[src/rtl/ball_engine.sv]
// Ball movement engine: serves, moves and bounces one ball off walls and players,
// detects entry into six goal hoops and keeps saturating per-row goal counters.
module ball_engine #(
    parameter int X_MIN         = 150,
    parameter int X_MAX         = 660,
    parameter int Y_MIN         = 36,
    parameter int Y_MAX         = 510,
    parameter int BALL_RADIUS   = 8,
    parameter int PLAYER_RADIUS = 35,
    parameter int GOAL_RADIUS   = 25,
    parameter int GOAL_X0       = 300,
    parameter int GOAL_X1       = 400,
    parameter int GOAL_X2       = 500,
    parameter int GOAL_Y_TOP    = 100,
    parameter int GOAL_Y_BOTTOM = 450,
    parameter int START_X       = 463,
    parameter int START_Y       = 275,
    parameter int NUM_PLAYERS   = 4,
    parameter int TICK_DIV      = 200000,
    parameter int STEP          = 1,
    parameter int SERVE_TICKS   = 60,
    parameter int SCORE_W       = 4
) (
    input  logic                      clk,
    input  logic                      reset,
    input  logic                      game_on,
    input  logic                      game_over,
    input  logic [10*NUM_PLAYERS-1:0] player_x,
    input  logic [10*NUM_PLAYERS-1:0] player_y,
    input  logic [NUM_PLAYERS-1:0]    player_en,
    output logic [9:0]                x_position,
    output logic [9:0]                y_position,
    output logic                      ball_live,
    output logic                      goal_top,
    output logic                      goal_bottom,
    output logic [SCORE_W-1:0]        hits_top,
    output logic [SCORE_W-1:0]        hits_bottom
);

    localparam logic [1:0] IDLE  = 2'd0;
    localparam logic [1:0] SERVE = 2'd1;
    localparam logic [1:0] MOVE  = 2'd2;

    localparam int TICK_W  = (TICK_DIV > 2) ? $clog2(TICK_DIV) : 1;
    localparam int SERVE_W = (SERVE_TICKS > 1) ? $clog2(SERVE_TICKS + 1) : 1;

    localparam logic [9:0] X_LO = 10'(X_MIN + BALL_RADIUS);
    localparam logic [9:0] X_HI = 10'(X_MAX - BALL_RADIUS);
    localparam logic [9:0] Y_LO = 10'(Y_MIN + BALL_RADIUS);
    localparam logic [9:0] Y_HI = 10'(Y_MAX - BALL_RADIUS);

    localparam logic [22:0] GOAL_R2   = 23'((GOAL_RADIUS - BALL_RADIUS) * (GOAL_RADIUS - BALL_RADIUS));
    localparam logic [22:0] PLAYER_R2 = 23'((PLAYER_RADIUS + BALL_RADIUS) * (PLAYER_RADIUS + BALL_RADIUS));

    localparam logic [9:0] GX0 = 10'(GOAL_X0);
    localparam logic [9:0] GX1 = 10'(GOAL_X1);
    localparam logic [9:0] GX2 = 10'(GOAL_X2);
    localparam logic [9:0] GYT = 10'(GOAL_Y_TOP);
    localparam logic [9:0] GYB = 10'(GOAL_Y_BOTTOM);

    function automatic logic signed [10:0] diff(input logic [9:0] a, input logic [9:0] b);
        return $signed({1'b0, a}) - $signed({1'b0, b});
    endfunction

    function automatic logic [22:0] sq(input logic signed [10:0] d);
        logic [10:0] m;
        m = d[10] ? 11'(-d) : 11'(d);
        return {12'd0, m} * {12'd0, m};
    endfunction

    function automatic logic [22:0] dist2(input logic [9:0] ax, input logic [9:0] ay,
                                          input logic [9:0] bx, input logic [9:0] by);
        return sq(diff(ax, bx)) + sq(diff(ay, by));
    endfunction

    // One step along an axis, clamped to the legal centre range of the ball.
    function automatic logic [9:0] step_clamp(input logic [9:0] pos, input logic up,
                                              input logic [9:0] lo, input logic [9:0] hi);
        logic signed [12:0] s;
        s = up ? $signed({3'b0, pos}) + $signed(13'(STEP))
               : $signed({3'b0, pos}) - $signed(13'(STEP));
        if (s < $signed({3'b0, lo}))
            return lo;
        else if (s > $signed({3'b0, hi}))
            return hi;
        else
            return s[9:0];
    endfunction

    logic [1:0]         state, state_n;
    logic [TICK_W-1:0]  tick_cnt;
    logic [SERVE_W-1:0] serve_cnt, serve_n;
    logic               dir_x, dir_y, dir_x_n, dir_y_n;
    logic [9:0]         x_n, y_n;
    logic               goal_top_n, goal_bottom_n;
    logic [SCORE_W-1:0] hits_top_n, hits_bottom_n;
    logic               tick;

    logic               top_hit, bottom_hit;
    logic               player_hit;
    logic signed [10:0] pdx, pdy;
    logic               move_dx, move_dy;
    logic [9:0]         move_x, move_y;

    assign tick = (tick_cnt == TICK_W'(TICK_DIV - 1));

    assign top_hit = (dist2(x_position, y_position, GX0, GYT) < GOAL_R2)
                  || (dist2(x_position, y_position, GX1, GYT) < GOAL_R2)
                  || (dist2(x_position, y_position, GX2, GYT) < GOAL_R2);
    assign bottom_hit = (dist2(x_position, y_position, GX0, GYB) < GOAL_R2)
                     || (dist2(x_position, y_position, GX1, GYB) < GOAL_R2)
                     || (dist2(x_position, y_position, GX2, GYB) < GOAL_R2);

    // Lowest-index enabled player in contact decides the deflection.
    always_comb begin
        // NOTE: every combinational output gets a default first so no latch is inferred.
        player_hit = 1'b0;
        pdx        = '0;
        pdy        = '0;
        for (int i = 0; i < NUM_PLAYERS; i++) begin
            if (!player_hit && player_en[i]
                && dist2(x_position, y_position, player_x[10*i +: 10], player_y[10*i +: 10]) < PLAYER_R2) begin
                player_hit = 1'b1;
                pdx        = diff(x_position, player_x[10*i +: 10]);
                pdy        = diff(y_position, player_y[10*i +: 10]);
            end
        end
    end

    always_comb begin
        move_dx = dir_x;
        if (x_position <= X_LO)
            move_dx = 1'b1;
        else if (x_position >= X_HI)
            move_dx = 1'b0;
        else if (player_hit && pdx != 11'sd0)
            move_dx = !pdx[10];

        move_dy = dir_y;
        if (y_position <= Y_LO)
            move_dy = 1'b1;
        else if (y_position >= Y_HI)
            move_dy = 1'b0;
        else if (player_hit && pdy != 11'sd0)
            move_dy = !pdy[10];

        move_x = step_clamp(x_position, move_dx, X_LO, X_HI);
        move_y = step_clamp(y_position, move_dy, Y_LO, Y_HI);
    end

    always_comb begin
        state_n       = state;
        serve_n       = serve_cnt;
        x_n           = x_position;
        y_n           = y_position;
        dir_x_n       = dir_x;
        dir_y_n       = dir_y;
        goal_top_n    = 1'b0;
        goal_bottom_n = 1'b0;
        hits_top_n    = hits_top;
        hits_bottom_n = hits_bottom;

        if (game_over) begin
            state_n = IDLE;
        end else begin
            case (state)
                IDLE: begin
                    if (game_on) begin
                        state_n = SERVE;
                        serve_n = '0;
                    end
                end
                SERVE: begin
                    if (tick) begin
                        serve_n = serve_cnt + 1'b1;
                        if (32'(serve_cnt) + 1 >= SERVE_TICKS)
                            state_n = MOVE;
                    end
                end
                MOVE: begin
                    if (tick) begin
                        if (top_hit || bottom_hit) begin
                            // A goal re-serves from the start point toward the other row.
                            goal_top_n    = top_hit;
                            goal_bottom_n = !top_hit;
                            if (top_hit && hits_top != '1)
                                hits_top_n = hits_top + 1'b1;
                            if (!top_hit && hits_bottom != '1)
                                hits_bottom_n = hits_bottom + 1'b1;
                            x_n     = 10'(START_X);
                            y_n     = 10'(START_Y);
                            dir_x_n = 1'b1;
                            dir_y_n = top_hit;
                            state_n = SERVE;
                            serve_n = '0;
                        end else begin
                            dir_x_n = move_dx;
                            dir_y_n = move_dy;
                            x_n     = move_x;
                            y_n     = move_y;
                        end
                    end
                end
                default: state_n = IDLE;
            endcase
        end
    end

    always_ff @(posedge clk) begin
        // NOTE: sequential state uses non-blocking assignments so every register samples pre-edge values.
        if (reset) begin
            state       <= IDLE;
            tick_cnt    <= '0;
            serve_cnt   <= '0;
            x_position  <= 10'(START_X);
            y_position  <= 10'(START_Y);
            dir_x       <= 1'b1;
            dir_y       <= 1'b1;
            ball_live   <= 1'b0;
            goal_top    <= 1'b0;
            goal_bottom <= 1'b0;
            hits_top    <= '0;
            hits_bottom <= '0;
        end else begin
            tick_cnt    <= tick ? '0 : tick_cnt + 1'b1;
            state       <= state_n;
            serve_cnt   <= serve_n;
            x_position  <= x_n;
            y_position  <= y_n;
            dir_x       <= dir_x_n;
            dir_y       <= dir_y_n;
            ball_live   <= (state_n == MOVE);
            goal_top    <= goal_top_n;
            goal_bottom <= goal_bottom_n;
            hits_top    <= hits_top_n;
            hits_bottom <= hits_bottom_n;
        end
    end

endmodule
[config.mk]
export PLATFORM = sky130hd
export DESIGN_NAME = ball_engine
export DESIGN_NICKNAME = d
export VERILOG_FILES = /design/src/rtl/ball_engine.sv
export SDC_FILE = /design/constraint.sdc
export NUM_CORES = 2
export LEC_CHECK = 0
export BUFFER_PORTS_ARGS = -buffer_cell sky130_fd_sc_hd__buf_2
export CAP_MARGIN = 20
export CORE_MARGIN = 1
export CORE_UTILIZATION = 50
export DETAILED_ROUTE_END_ITERATION = 8
export PLACE_DENSITY = 0.66
export SETUP_SLACK_MARGIN = 0.3
export SYNTH_ARGS = -nofsm -noshare
export SYNTH_HDL_FRONTEND = slang
export SYNTH_SLANG_ARGS = --single-unit
[constraint.sdc]
create_clock -name clk -period 24 [get_ports clk]
set_input_delay 1.2 -clock clk [delete_from_list [all_inputs] [get_ports clk]]
set_output_delay 1.2 -clock clk [all_outputs]
set_load 0.02 [all_outputs]
* After elaboration in Yosys (flattened, before gate mapping)
Index checks and enable logic that the tools add are counted.
Word-level totals: latch bits 0, memories kept 0, ROM bits 0, flip-flop bits (word level) 59, output and inout port bits 31, RAM bits 0, bits of input ports 88
Operators by class: reductions and logical operators 32, $mul 13, add/sub/neg operators 45, equal/unequal tests 10, divide/modulo/power cells 0, muxes and demuxes 53, shifts and indexed selects 0, magnitude comparators 19, bitwise logic cells 4
Operator list (number):
- multiplier 11 x 11 -> 22 bit | 13
- two-way mux 11 bit | 21
- adder 22 x 22 -> 23 bit | 10
- negation 11 bit | 13
- < comparator 23 x 9 -> 1 bit (second input constant) | 6
- < comparator 23 x 11 -> 1 bit (second input constant) | 4
- subtractor 10 x 10 -> 11 bit | 8
- two-way mux 10 bit | 6
- subtractor 10 x 9 -> 11 bit (second input constant) | 4
- two-way mux 13 bit | 2
- two-way mux 6 bit | 4
- adder 10 x 1 -> 11 bit (second input constant) | 2
- nonzero test 11 bit | 2
- subtractor 10 x 1 -> 11 bit (second input constant) | 2
- adder 18 x 1 -> 18 bit (second input constant) | 1
- equality test 18 bit (second input constant) | 1
- one-hot mux 6 bit (3 select lines) | 1
- greater-than comparator 13 x 10 -> 1 bit (second input constant) | 1
- greater-than comparator 13 x 11 -> 1 bit (second input constant) | 1
- < comparator 13 x 7 -> 1 bit (second input constant) | 1
- < comparator 13 x 9 -> 1 bit (second input constant) | 1
- two-way mux 1 bit | 12
- two-way mux 2 bit | 6
- logical AND 1 bit | 11
- 24 further kinds | 43

* Depth between registers and ports, before layout
word-level depth 30, depth in mapped cells 56, gate-level depth less buffers 53

* Least setup slack after synthesis
No wires, ideal clock.
path type register -> register, start point register x_position[0], end point register x_position[2], path buffers 6, slack 11.477 ns, library setup time 0.123 ns, clock period less this slack 12.523 ns, data arrival time 12.400 ns, cell stages (with the launch flop) 52, path through dfxtp_1 -> clkbuf_1 -> inv_1 -> clkbuf_1 -> clkbuf_1 -> ha_1 -> inv_1 -> fa_1 -> a21o_1 -> a21oi_1 -> nor2_1 -> a211oi_1 -> a22oi_1 -> a21o_1 -> a21oi_1 -> clkbuf_1 -> o21ai_0 -> xor2_1 -> (+16 left out) -> a21o_1 -> and2_1 -> a221o_1 -> or4b_1 -> a21oi_1 -> and4b_1 -> and4b_4 -> mux2_2 -> or3_1 -> a21bo_4 -> buf_6 -> nand2_1 -> a21oi_1 -> or3b_4 -> o31ai_4 -> nand4_2 -> or3b_1 -> a21boi_1
Between the ends: cells in the longest elaborated chain, start to end 30
Ends and longest elaborated chain:
- start: declaration | RTL line 31 | output logic [9:0] x_position,
- start signal: assignment | RTL line 215 | x_position <= 10'(START_X);
- start signal: assignment | RTL line 228 | x_position <= x_n;
- subtractor 10 x 10 -> 11 bit | RTL line 62 | return $signed({1'b0, a}) - $signed({1'b0, b});
- negation 11 bit | RTL line 67 | m = d[10] ? 11'(-d) : 11'(d);
- two-way mux 11 bit | RTL line 67
- multiplier 11 x 11 -> 22 bit | RTL line 68 | return {12'd0, m} * {12'd0, m};
- adder 22 x 22 -> 23 bit | RTL line 73 | return sq(diff(ax, bx)) + sq(diff(ay, by));
- < comparator 23 x 11 -> 1 bit | RTL line 122 | && dist2(x_position, y_position, player_x[10*i +: 10], player_y[10*i +: 10]) < PLAYER_R2) begin
- logical AND 1 bit | RTL line 122
- two-way mux 1 bit | RTL line 121 | if (!player_hit && player_en[i]
- (+14 left out)
- two-way mux 1 bit | RTL line 136 | else if (player_hit && pdx != 11'sd0)
- two-way mux 1 bit | RTL line 134 | else if (x_position >= X_HI)
- two-way mux 1 bit | RTL line 132 | if (x_position <= X_LO)
- two-way mux 13 bit | RTL line 80 | s = up ? $signed({3'b0, pos}) + $signed(13'(STEP))
- greater-than comparator 13 x 11 -> 1 bit | RTL line 84 | else if (s > $signed({3'b0, hi}))
- two-way mux 10 bit | RTL line 84
- two-way mux 10 bit | RTL line 82 | if (s < $signed({3'b0, lo}))
- two-way mux 10 bit * | RTL line 182 | if (top_hit || bottom_hit) begin
Mark *: on every way between the ends. The rest lies on a longest branch, timed or not. A chain may end at the register's enable or synchronous reset.

* Worst setup path in the final report
Same ends and word-level chain as after synthesis.

==> summary.txt <==
Timing
  – TNS Setup: 0 ps
  – Min setup slack post-route: 9660 ps
  – Max Fclk: 69.7 MHz
  – Fin. Hold Viols: 0
  – # setup viols final: 0
  – Pins over their slew limit: 0
  – Tmin final: 14340 ps
  – Relative slew slack: 0.192
  – Slew of the pin with the lowest slew margin: 1200 ps
  – Final cycle utilization of the critical path: 0.598
  – Clock skew: 6.61 ps
  – RSZ-0062 raised after global routing: no

Floorplanning
  – Initial core utilization: 0.504
  – Die Span Y: 341 um
  – IO Count: 119
  – Die Area: 0.117 sq mm
  – Core area: 0.114 sq mm
  – DIE WIDTH: 341 um
  – Row count: 124

Placement
  – Setup WS pre-CTS: 9490 ps
  – GPL Wtd Cong: 0.935
  – Post-DP HPWL: 131 mm
  – # port buffers: 118
  – Placement Cell Area: 0.0608 sq mm

Detailed routing
  – Routed wire length: 148 mm
  – Avg WL per Cell: 17.0 um
  – Via count: 46300
  – Violation count after the first detailed-routing iteration: 2728
  – Vias per cell: 5.32
  – Drt drc: 0
  – Detail Route Antenna Nets: 0
  – Drt first pass iters: 6

Setup path
  – CP Max Fanout: 25
  – Worst r2r src: x_position[0]$_SDFFE_PP1P_
  – CP startpoint kind: flip-flop
  – Crit path capture type: flip-flop
  – CP max stage delay: 850 ps
  – Cell mode on critical path: fa_1
  – Data required, critical path: 24220 ps
  – Crit Path Category: flip-flop to flip-flop
  – R2R cell count: 43
  – Critical-path top delay cell: xnor2_1
  – R2r setup slk: 9660 ps
  – Arr. time, crit path: 14560 ps
  – Worst reg2reg path endpoint: x_position[2]$_SDFFE_PP1P_

Logic synthesis
  – Asr flop ratio synth: 0
  – Average footprint of a synthesized cell: 8.28 sq um
  – Ys Warns: 0
  – Post-synth top flop: dfxtp_1
  – FF+latch count, synth: 59
  – Sequential share of the synthesized area: 0.0205
  – Mapped cell area: 0.0576 sq mm
  – Post-synth EDFFs: 0
  – Cell variety after synth: 110
  – Synthesized instance count: 6958

CTS
  – Postcts setup bufs: 0
  – Post-CTS sizing: 0
  – Num Clock Sinks: 59
  – Clk root buf: clkbuf_16
  – TritonCTS buffer count: 9
  – CTS clock-pin slew for the worst setup and hold paths: 60 ps
  – CTS tree: done
  – Clock buffer depth: 2
  – Clk_lat worst skew: 340 ps
  – Hold buffer count at CTS: 0
  – CTS H-tree lvls: 3

Global route
  – Number of global-route vias before repair: 47300
  – Global-route wire length before repair: 245 mm
  – Antenna violations before repair: 5
  – Largest net degree at the start of global routing: 30
  – Residual overflow from global routing: 0
  – All-Layer GR Usage: 0.261

Worst hold path
  – Worst hold stages: 1
  – Min-delay src: tick_cnt[0]$_SDFF_PP0_
  – Class of the worst hold path: flip-flop to flip-flop
  – Hold worst-path end: tick_cnt[0]$_SDFF_PP0_

Layout
  – Design Area, Final: 0.0611 sq mm
  – Area grow syn2layout: 6.06%
  – Layout Nets: 9135
  – Fraction of layout cells with a size suffix above 1: 0.0502

Run status
  – Status: finished clean

Flow run
  – Max-Cap Viols: 0
==> layout make-up <==
type | count | area (sq um)
fill | 10800 | 53200
multi-input combinational | 5226 | 50100
inverter | 1690 | 6340
tap | 1512 | 1890
timing repair buffer | 207 | 1260
sequential | 59 | 1180
clock buffer | 11 | 243
clock inverter | 4 | 51.3
antenna | 6 | 15.0
==> critical path: cells and delay by family, from the launching register on <==
| kind | cells | cell delay [ps] |
|---|---|---|
| adder cells (fa/ha/maj) | 10 | 4550 |
| XOR/XNOR | 1 | 850 |
| buffers and inverters | 6 | 1140 |
| flip-flops | 1 | 310 |
| AND/OR/NAND/NOR | 13 | 3890 |
| AO/OA/AOI/OAI | 13 | 3490 |
==> how the worst max path moves through the flow <==
stage | start | to | slack, ps | cells after the start
detailed placement | player_x[0] | x_position[2]$_SDFFE_PP1P_ | 9490 | 45
global placement | player_x[10] | x_position[2]$_SDFFE_PP1P_ | 9780 | 42
floorplan | x_position[0]$_SDFFE_PP1P_ | x_position[2]$_SDFFE_PP1P_ | 11480 | 51
finish | x_position[0]$_SDFFE_PP1P_ | x_position[2]$_SDFFE_PP1P_ | 9660 | 43
global route | x_position[0]$_SDFFE_PP1P_ | x_position[2]$_SDFFE_PP1P_ | 8790 | 43
CTS | x_position[0]$_SDFFE_PP1P_ | x_position[2]$_SDFFE_PP1P_ | 9690 | 46
==> synth_stat cells (93+ instances only) <==
cell type  count  area (sq um)
inv_1       1681          6310
nand2_1      420          1580
nor2_1       724          2720
nor3_1       109           546
xnor2_1      249          2180
clkbuf_1      99           372
o21ai_0      200          1000
nand3_1       93           465
a21oi_1      230          1150
fa_1         991         19800
xor2_1       128          1120
ha_1         863         10800
nand2b_1     115           719
==> logic make-up (layout without fill, tap and decap cells) <==
| group | count (synthesis) | in the layout | share of synthesized area |
|---|---|---|---|
| and+or+nand+nor | 1846 | 1846 | 0.150 |
| muxes | 43 | 43 | 0.00780 |
| xor gates and xnor gates | 379 | 379 | 0.0580 |
| other | 2 | 144 | 0.000130 |
| DFF | 59 | 59 | 0.0205 |
| adders and majority gates | 1854 | 1854 | 0.532 |
| buffers and inverters | 1809 | 1912 | 0.119 |
| AOI/OAI and AO/OA | 966 | 966 | 0.113 |
==> sequential cells by signal, indices dropped and copies added, names as in the netlist <==
register and cells:
y_position 10, x_position 10, hits_top 4, goal_bottom 1, dir_y 1, state 2, dir_x 1, ball_live 1
tick_cnt 18, goal_top 1, serve_cnt 6, hits_bottom 4
==> layer usage <==
layer	track usage	part of all wire	vias to the layer above
li1	-	-	22400
met1	0.366	0.45	22600
met2	0.437	0.47	1189
met3	0.0256	0.059	169
met4	0.0522	0.020	10
met5	0	0.00069	-
==> metrics by stage <==
| stage | util | hold slack [ps] | std cells |
|---|---|---|---|
| after floorplan | - | 430 | 7094 |
| after global placement | 0.532 | 444 | 8693 |
| after detailed placement | 0.532 | 455 | 8694 |
| after CTS | 0.534 | 467 | 8709 |
| after global routing | 0.534 | 486 | 8709 |
| final | 0.534 | 471 | 8715 |
==> cell usage in the layout, fill, tap and decap left out, types with 16 or more instances in the layout <==
master / Yosys / routed
inv_1: 1681 / 1681
fa_1: 991 / 991
ha_1: 863 / 863
nor2_1: 724 / 724
nand2_1: 420 / 420
xnor2_1: 249 / 249
a21oi_1: 230 / 230
o21ai_0: 200 / 200
conb_1: 2 / 138
xor2_1: 128 / 128
buf_2: 10 / 118
nand2b_1: 115 / 115
nor3_1: 109 / 108
nand3_1: 93 / 93
buf_4: 0 / 89
or2_2: 79 / 79
a21o_1: 74 / 74
o21a_1: 62 / 62
a21boi_0: 59 / 59
dfxtp_1: 59 / 59
nor2b_1: 56 / 56
or3_1: 49 / 49
and3_1: 32 / 32
mux2i_1: 32 / 32
a31oi_1: 28 / 28
nor4_1: 26 / 26
o31ai_1: 26 / 26
nand4_1: 24 / 24
a211oi_1: 24 / 24
and2_1: 22 / 22
or4_1: 21 / 21
o211ai_1: 20 / 20
o2111ai_1: 20 / 20
o21bai_1: 19 / 19
o21ai_1: 16 / 16
Power is left out: the tool's default activity adds up to more than one toggle a clock period on the data nets, which glitch-free logic cannot reach.
